--- src/rtl/pcm_sample_fifo.sv ---
// First-word-fall-through buffer for PCM samples captured by i2s_master.
// Presents sign-extended samples with L/R tags, counts overflow drops, flags L/R alternation breaks.
module pcm_sample_fifo #(
  parameter int unsigned PCM_PRECISION = 18,
  parameter int unsigned OUT_WIDTH     = 24,
  parameter int unsigned DEPTH         = 16
) (
  input  logic                     clk,
  input  logic                     rst_n,
  input  logic [PCM_PRECISION-1:0] fifo_din,
  input  logic                     fifo_chan,
  input  logic                     fifo_w_stb,
  output logic                     fifo_full,
  output logic [OUT_WIDTH-1:0]     m_data,
  output logic                     m_chan,
  output logic                     m_valid,
  input  logic                     m_ready,
  output logic [$clog2(DEPTH):0]   level,
  output logic [15:0]              drop_count,
  input  logic                     drop_clr,
  output logic                     chan_err,
  input  logic                     chan_err_clr
);

  localparam int unsigned PTR_W   = $clog2(DEPTH);
  localparam int unsigned LVL_W   = PTR_W + 1;
  localparam int unsigned ENTRY_W = PCM_PRECISION + 1;

  logic [ENTRY_W-1:0] mem_q [DEPTH];

  logic [PTR_W-1:0] wr_ptr_q, wr_ptr_d;
  logic [PTR_W-1:0] rd_ptr_q, rd_ptr_d;
  logic [LVL_W-1:0] level_q, level_d;
  logic             full_q, full_d;
  logic             valid_q, valid_d;
  logic [15:0]      drop_q, drop_d;
  logic             err_q, err_d;
  logic             last_vld_q, last_vld_d;
  logic             last_chan_q, last_chan_d;

  logic             wr_acc;
  logic             rd_acc;
  logic [ENTRY_W-1:0] head;

  // Next-state logic; full/valid are registered copies of the next level.
  always_comb begin
    wr_ptr_d    = wr_ptr_q;
    rd_ptr_d    = rd_ptr_q;
    level_d     = level_q;
    drop_d      = drop_q;
    err_d       = err_q;
    last_vld_d  = last_vld_q;
    last_chan_d = last_chan_q;

    wr_acc = fifo_w_stb && !full_q;
    rd_acc = valid_q && m_ready;

    if (wr_acc) wr_ptr_d = wr_ptr_q + PTR_W'(1);
    if (rd_acc) rd_ptr_d = rd_ptr_q + PTR_W'(1);

    unique case ({wr_acc, rd_acc})
      2'b10:   level_d = level_q + LVL_W'(1);
      2'b01:   level_d = level_q - LVL_W'(1);
      default: level_d = level_q;
    endcase

    full_d  = (level_d == LVL_W'(DEPTH));
    valid_d = (level_d != '0);

    // A drop in the same cycle as a clear leaves exactly one recorded drop.
    if (fifo_w_stb && full_q) begin
      if (drop_clr)                drop_d = 16'd1;
      else if (drop_q != 16'hFFFF) drop_d = drop_q + 16'd1;
    end else if (drop_clr) begin
      drop_d = 16'd0;
    end

    if (wr_acc && last_vld_q && (fifo_chan == last_chan_q)) err_d = 1'b1;
    else if (chan_err_clr)                                   err_d = 1'b0;

    if (wr_acc) begin
      last_vld_d  = 1'b1;
      last_chan_d = fifo_chan;
    end
  end

  always_ff @(posedge clk or negedge rst_n) begin
    if (!rst_n) begin
      wr_ptr_q    <= '0;
      rd_ptr_q    <= '0;
      level_q     <= '0;
      full_q      <= 1'b0;
      valid_q     <= 1'b0;
      drop_q      <= '0;
      err_q       <= 1'b0;
      last_vld_q  <= 1'b0;
      last_chan_q <= 1'b0;
    end else begin
      wr_ptr_q    <= wr_ptr_d;
      rd_ptr_q    <= rd_ptr_d;
      level_q     <= level_d;
      full_q      <= full_d;
      valid_q     <= valid_d;
      drop_q      <= drop_d;
      err_q       <= err_d;
      last_vld_q  <= last_vld_d;
      last_chan_q <= last_chan_d;
    end
  end

  // Sample storage is deliberately not reset.
  always_ff @(posedge clk) begin
    if (wr_acc) mem_q[wr_ptr_q] <= {fifo_chan, fifo_din};
  end

  assign head       = mem_q[rd_ptr_q];
  assign m_chan     = head[ENTRY_W-1];
  assign m_data     = OUT_WIDTH'($signed(head[PCM_PRECISION-1:0]));
  assign m_valid    = valid_q;
  assign fifo_full  = full_q;
  assign level      = level_q;
  assign drop_count = drop_q;
  assign chan_err   = err_q;

endmodule
--- config.mk ---
export PLATFORM = sky130hd
export DESIGN_NAME = pcm_sample_fifo
export DESIGN_NICKNAME = d
export VERILOG_FILES = /design/src/rtl/pcm_sample_fifo.sv
export SDC_FILE = /design/constraint.sdc
export NUM_CORES = 1
export LEC_CHECK = 0
export CAP_MARGIN = 20
export CELL_PAD_IN_SITES_DETAIL_PLACEMENT = 1
export CELL_PAD_IN_SITES_GLOBAL_PLACEMENT = 2
export CORE_ASPECT_RATIO = 1.75
export CORE_MARGIN = 2
export CORE_UTILIZATION = 40
export CTS_CLUSTER_DIAMETER = 150
export DETAILED_ROUTE_END_ITERATION = 16
export PLACE_DENSITY = 0.78
export SLEW_MARGIN = 20
export SYNTH_ARGS = -nofsm -noshare
export SYNTH_HDL_FRONTEND = slang
export SYNTH_SLANG_ARGS = --single-unit
--- constraint.sdc ---
create_clock -name clk -period 2.9 [get_ports clk]
set_input_delay 0.435 -clock clk [delete_from_list [all_inputs] [get_ports clk]]
set_output_delay 0.435 -clock clk [all_outputs]
set_load 0.01 [all_outputs]
# [Word-level counts from Yosys, hierarchy flattened]
# Memory sizes are Yosys's and may differ from the RTL's.
# Cells that the tools add are included.
[word_totals] latch_bits=0 elab_cells=40 n_memories=1 rom_bits=0 input_bits=25 ram_bits=304 register_bits=34 out_inout_bits=49
[mem_list] memory="mem_q" words=16 width=19 rd=1 rd_clocked_by_memory_dff=0 wr=1 line_no="29" text="logic [ENTRY_W-1:0] mem_q [DEPTH];"
[op_classes] addsub=5 shifts=0 order_cmp=0 n_reduce_logical=11 n_div=0 muxes=9 n_eq_ne=5 n_bitwise=0 n_mul=0
[op_table] cell="$mux W16" count=4
[op_table] cell="$add A16 B1 Y16 const B" count=1
[op_table] cell="$ne A16 B16 Y1 const B" count=1
[op_table] cell="$pmux W5 S2" count=1
[op_table] cell="$add A4 B1 Y4 const B" count=2
[op_table] cell="$reduce_bool A2 Y1" count=3
[op_table] cell="$add A5 B1 Y5 const B" count=1
[op_table] cell="$eq A5 B5 Y1 const B" count=1
[op_table] cell="$logic_and A1 B1 Y1" count=5
[op_table] cell="$reduce_bool A5 Y1" count=1
[op_table] cell="$sub A5 B1 Y5 const B" count=1
[op_table] cell="$mux W1" count=4
[op_table] cell="$eq A2 B1 Y1 const B" count=1
[op_table] cell="$eq A2 B2 Y1 const B" count=1
[op_table] cell="$reduce_and A2 Y1" count=1
[op_table] cell="$eq A1 B1 Y1" count=1
[op_table] cell="$logic_not A1 Y1" count=1

# [Longest topological paths before layout]
[depth] ltp_word=5 depth_mapped=11 depth_no_buf=11

# [Least setup slack after synthesis]
# Ideal clock, no wire load.
[synth_path] path_kind="input port to flip-flop" start="input fifo_w_stb" end="memory mem_q[3][0] (netlist bit) (enable)" t_required_ns=2.481 setup_ns=0.419 setup_slack_ns=0.059 arrival_ns=2.422 stages=4 path_buffers=1 path_cell_list="nor2b_2 > buf_1 > nand2_1 > nor3_1"
[synth_between] elab_chain_cells=3
[synth_lines] item="start, declared" line_no="12" text="input logic fifo_w_stb,"
[synth_lines] item="$logic_and A1 B1 Y1" line_no="55" text="wr_acc = fifo_w_stb && !full_q;"
[synth_lines] item="$mux W1" line_no="113" text="if (wr_acc) mem_q[wr_ptr_q] <= {fifo_chan, fifo_din};"
[synth_lines] item="$mux W1 (not written as such)" line_no="113"
[synth_lines] item="end, declared" line_no="29"
# No other way between the ends.

# [Worst setup path in the final report]
[layout_path] start="register rd_ptr_q[0]" end="output m_data[23]"
[layout_between] elab_chain_cells=1
[layout_lines] item="start, declared" line_no="32" text="logic [PTR_W-1:0] rd_ptr_q, rd_ptr_d;"
[layout_lines] item="start signal, assigned" line_no="100" text="rd_ptr_q <= rd_ptr_d;"
[layout_lines] item="$mem_v2 Z16 W19"
[layout_lines] item="end, declared" line_no="14" text="output logic [OUT_WIDTH-1:0] m_data,"
# No other way between the ends.

==> results.json <==
{
  "ios": 74,
  "rsz0062_at_grt": "true",
  "arrival_ns": 2.65,
  "period_minus_slack_ns": 3.080,
  "die_h_um": 245.6,
  "cts_buffer_depth": 3,
  "drv_slew": 0,
  "cp_data_required_time_ns": 2.47,
  "syn_inst": 642,
  "hold_ws_ns": 0.2783,
  "p_clk_frac": 0.271,
  "grt_usage": 0.1887,
  "critPathKind": "reg -> out",
  "netlist_area_um2": 13340,
  "max-slew-margin-rel": 0.5596,
  "h-tree-depth": 1,
  "vdd_ir_drop_max_uv": 457.6,
  "crit_path_cell_trace": "buf_12, buf_8, mux4_2, mux4_2, buf_6, buf_6",
  "rows": 88,
  "violations": "setup timing",
  "sequentialPowerShare": 0.382,
  "syn_area_per_cell_um2": 20.78,
  "comb_power_share": 0.347,
  "tns_ns": -2.698,
  "portBuffers": 73,
  "ys_ff_latch": 338,
  "setup.worst_path.start_class": "flop",
  "clock_latency_ns": 0.58,
  "synth_edf_count": 304,
  "fin_skew_ns": 0.01558,
  "drt-vias-per-instance": 5.561,
  "wl_um": 32030,
  "antenna_found_initial": 0,
  "path_clk_slew_ns": 0.07,
  "drcViolationCount": 0,
  "r2r_cells": 10,
  "max_clock_freq_ghz": 0.3246,
  "period_share": 1.062,
  "netSwitchingPower_mw": 4.728,
  "power_density_nw_per_um2": 990.3,
  "cts_tree": "yes",
  "slowest_stage": "mux4_2",
  "crit_fanout": 6,
  "synth_flop_cell": "edfxtp_1",
  "cp_slowest_stage_delay_ns": 0.57,
  "synth_fp_nets": 675,
  "gp_congestion": 0.8027,
  "setup_ws_ns": -0.1804,
  "synth_area_leaders": "edfxtp_1, mux4_2, dfrtp_1",
  "wl_per_cell_um": 26.36,
  "ff_latch_area_um2": 9985,
  "vias": 6757,
  "clock_sinks": 338,
  "nets": 819,
  "worst_pin_slew_ns": 0.6606,
  "grt_pass1_vias": 7550,
  "dr.pass1.iters": 4,
  "finalSetupViolations": 24,
  "yosys_warnings": 0,
  "root_buffer": "clkbuf_16",
  "hold_violations": 0,
  "synth_area_leader_cell": "edfxtp_1",
  "diodes": 0,
  "start_util": 0.4053,
  "internal_power_mw": 11.50,
  "grt_pass1_wl_um": 48030,
  "grt_max_degree": 45,
  "antenna_left": 0,
  "cts_buffers": 30,
  "end_kind": "output port",
  "synth-seq-area-share": 0.7480,
  "hpwl_um": 19690,
  "synth.top_cell.area_share": 0.6842,
  "async_flop_share": 0.1006,
  "multi_input_area_um2": 3162,
  "dieWidth_um": 142.1,
  "sw_frac_of_total": 0.2914,
  "core_area_um2": 32920,
  "hold_path_class": "in -> async",
  "synthToLayoutAreaGrowth_pct": 22.80,
  "leakage_nw": 5.468,
  "die_area_um2": 34890,
  "drive_above_1_share": 0.3395,
  "maxCapViolCount": 0,
  "yosysUniqueCellTypes": 43,
  "grt-ovfl-total": 0,
  "drt_iter0_drc": 441,
  "hold_buffers": 0,
  "status": "complete, but fails checks",
  "nFillCells": 2930
}
state kept, by name (all words and copies together), names as in the netlist:
name / cells
chan_err: 1
drop_count: 16
fifo_full: 1
last_chan_q: 1
last_vld_q: 1
level: 5
m_valid: 1
mem_q: 304
rd_ptr_q: 4
wr_ptr_q: 4
final timing paths:
kind	from	endpoint	slack, ns
max	rd_ptr_q[0]	m_data[23]	-0.18
min	rst_n	last_chan_q	0.28
max reg2reg	fifo_full	m_valid	0.39
min reg2reg	last_vld_q	last_vld_q	0.47
max in group asynchronous	rst_n	rd_ptr_q[0]	2.27
min in group clk	chan_err_clr	chan_err	0.43
cells in the final DEF, fill, tap and decap left out, types with 2 or more instances in the layout:
| cell type | n |
|---|---|
| buf_2 | 9 |
| bufinv_16 | 6 |
| a21oi_1 | 8 |
| inv_1 | 8 |
| buf_6 | 21 |
| clkinvlp_4 | 8 |
| clkdlybuf4s50_1 | 48 |
| a311oi_1 | 2 |
| nor3_2 | 4 |
| nor2_2 | 12 |
| inv_6 | 3 |
| o211ai_1 | 2 |
| inv_8 | 3 |
| xnor2_1 | 16 |
| clkbuf_16 | 31 |
| clkinv_2 | 4 |
| nor2b_1 | 3 |
| nand2b_1 | 4 |
| nor2_1 | 20 |
| a211oi_1 | 2 |
| buf_4 | 51 |
| ha_1 | 8 |
| mux4_2 | 95 |
| dfrtp_1 | 32 |
| and2_1 | 2 |
| and3_1 | 3 |
| buf_12 | 11 |
| edfxtp_1 | 304 |
| nand2_1 | 23 |
| nand4_1 | 6 |
| nand3_1 | 8 |
| and4_1 | 2 |
| o21ai_1 | 3 |
| buf_16 | 7 |
| xor2_1 | 5 |
| buf_8 | 2 |
| inv_2 | 2 |
| o21ai_0 | 6 |
| nor3_1 | 8 |
| or3_1 | 3 |
worst max-delay path: cells and delay by family, from the launching register on:
kind / cells / cell delay (ns)
muxes: 2 / 0.99
DFF: 1 / 0.51
buffers and inverters: 4 / 0.55
cell usage after synthesis, drive strengths merged (3+ instances only):
master and n:
edfxtp 304, mux4 95, dfrtp 34, nor2 32, nand2 24, buf 22
xnor2 16, clkbuf 15, nor3 12, inv 10, o21ai 9, a21oi 8
ha 8, nand3 8, nand4 6, xor2 5, nand2b 4, nor2b 4
and3 3, or3 3
metal layers:
layer  up-vias  global-route usage  part of all wire
li1       2899                   -                 -
met1      3590              0.2159              0.36
met2       205              0.3490              0.56
met3        63             0.02921             0.047
met4         0             0.07588             0.034
met5         -                   0                 0
kinds of logic (layout without fill, tap and decap cells):
| family | count (synthesis) | count (layout) | share of synthesized area |
|---|---|---|---|
| adders and majority gates | 8 | 8 | 0.007503 |
| DFF | 338 | 338 | 0.7480 |
| and+or+nand+nor | 105 | 105 | 0.03827 |
| AOI/OAI and AO/OA | 26 | 26 | 0.01172 |
| muxes | 97 | 97 | 0.1620 |
| buffers and inverters | 47 | 215 | 0.01876 |
| xor gates and xnor gates | 21 | 21 | 0.01379 |
power by group through the flow:
| stage | Clock [mW] | Combinational, mW | Sequential (mW) |
|---|---|---|---|
| after global routing | 4.64 | 6.00 | 6.25 |
| after floorplan | 0 | 3.18 | 6.12 |
| after CTS | 4.49 | 5.71 | 6.20 |
| after detailed placement | 0 | 5.00 | 6.33 |
| after global placement | 0 | 4.86 | 6.28 |
| final | 4.40 | 5.63 | 6.20 |
final cells by class:
cell class,instances,area share
clock inverters,25,0.02009
well taps,405,0.03093
multi-input cells,257,0.1930
inverters,10,0.002291
clock buffers,31,0.04735
repair buffers,149,0.09691
flip-flops and latches,338,0.6094
metrics by stage:
stage	cells	cell area, um2	setup slack [ns]	power [mW]	utilization
6_report	1215	16380	-0.1804	16.23	0.4976
5_1_grt	1215	16380	-0.2293	16.89	0.4976
4_1_cts	1213	16380	-0.2027	16.40	0.4975
3_5_place_dp	1139	14920	-0.06975	11.34	0.4531
3_3_place_gp	1139	14920	0.01184	11.14	0.4531
2_1_floorplan	642	13340	0.05882	9.296	-
repair_timing:
action | 4_1_cts | 5_1_grt
endpoints found under the hold margin | 0 | 0
cloned | 7 | 0
gates resized for setup | 133 | 13
setup endpoints to repair | 25 | 25
setup buffers | 11 | 6
No activity file was read; power rests on OpenSTA's default activity.
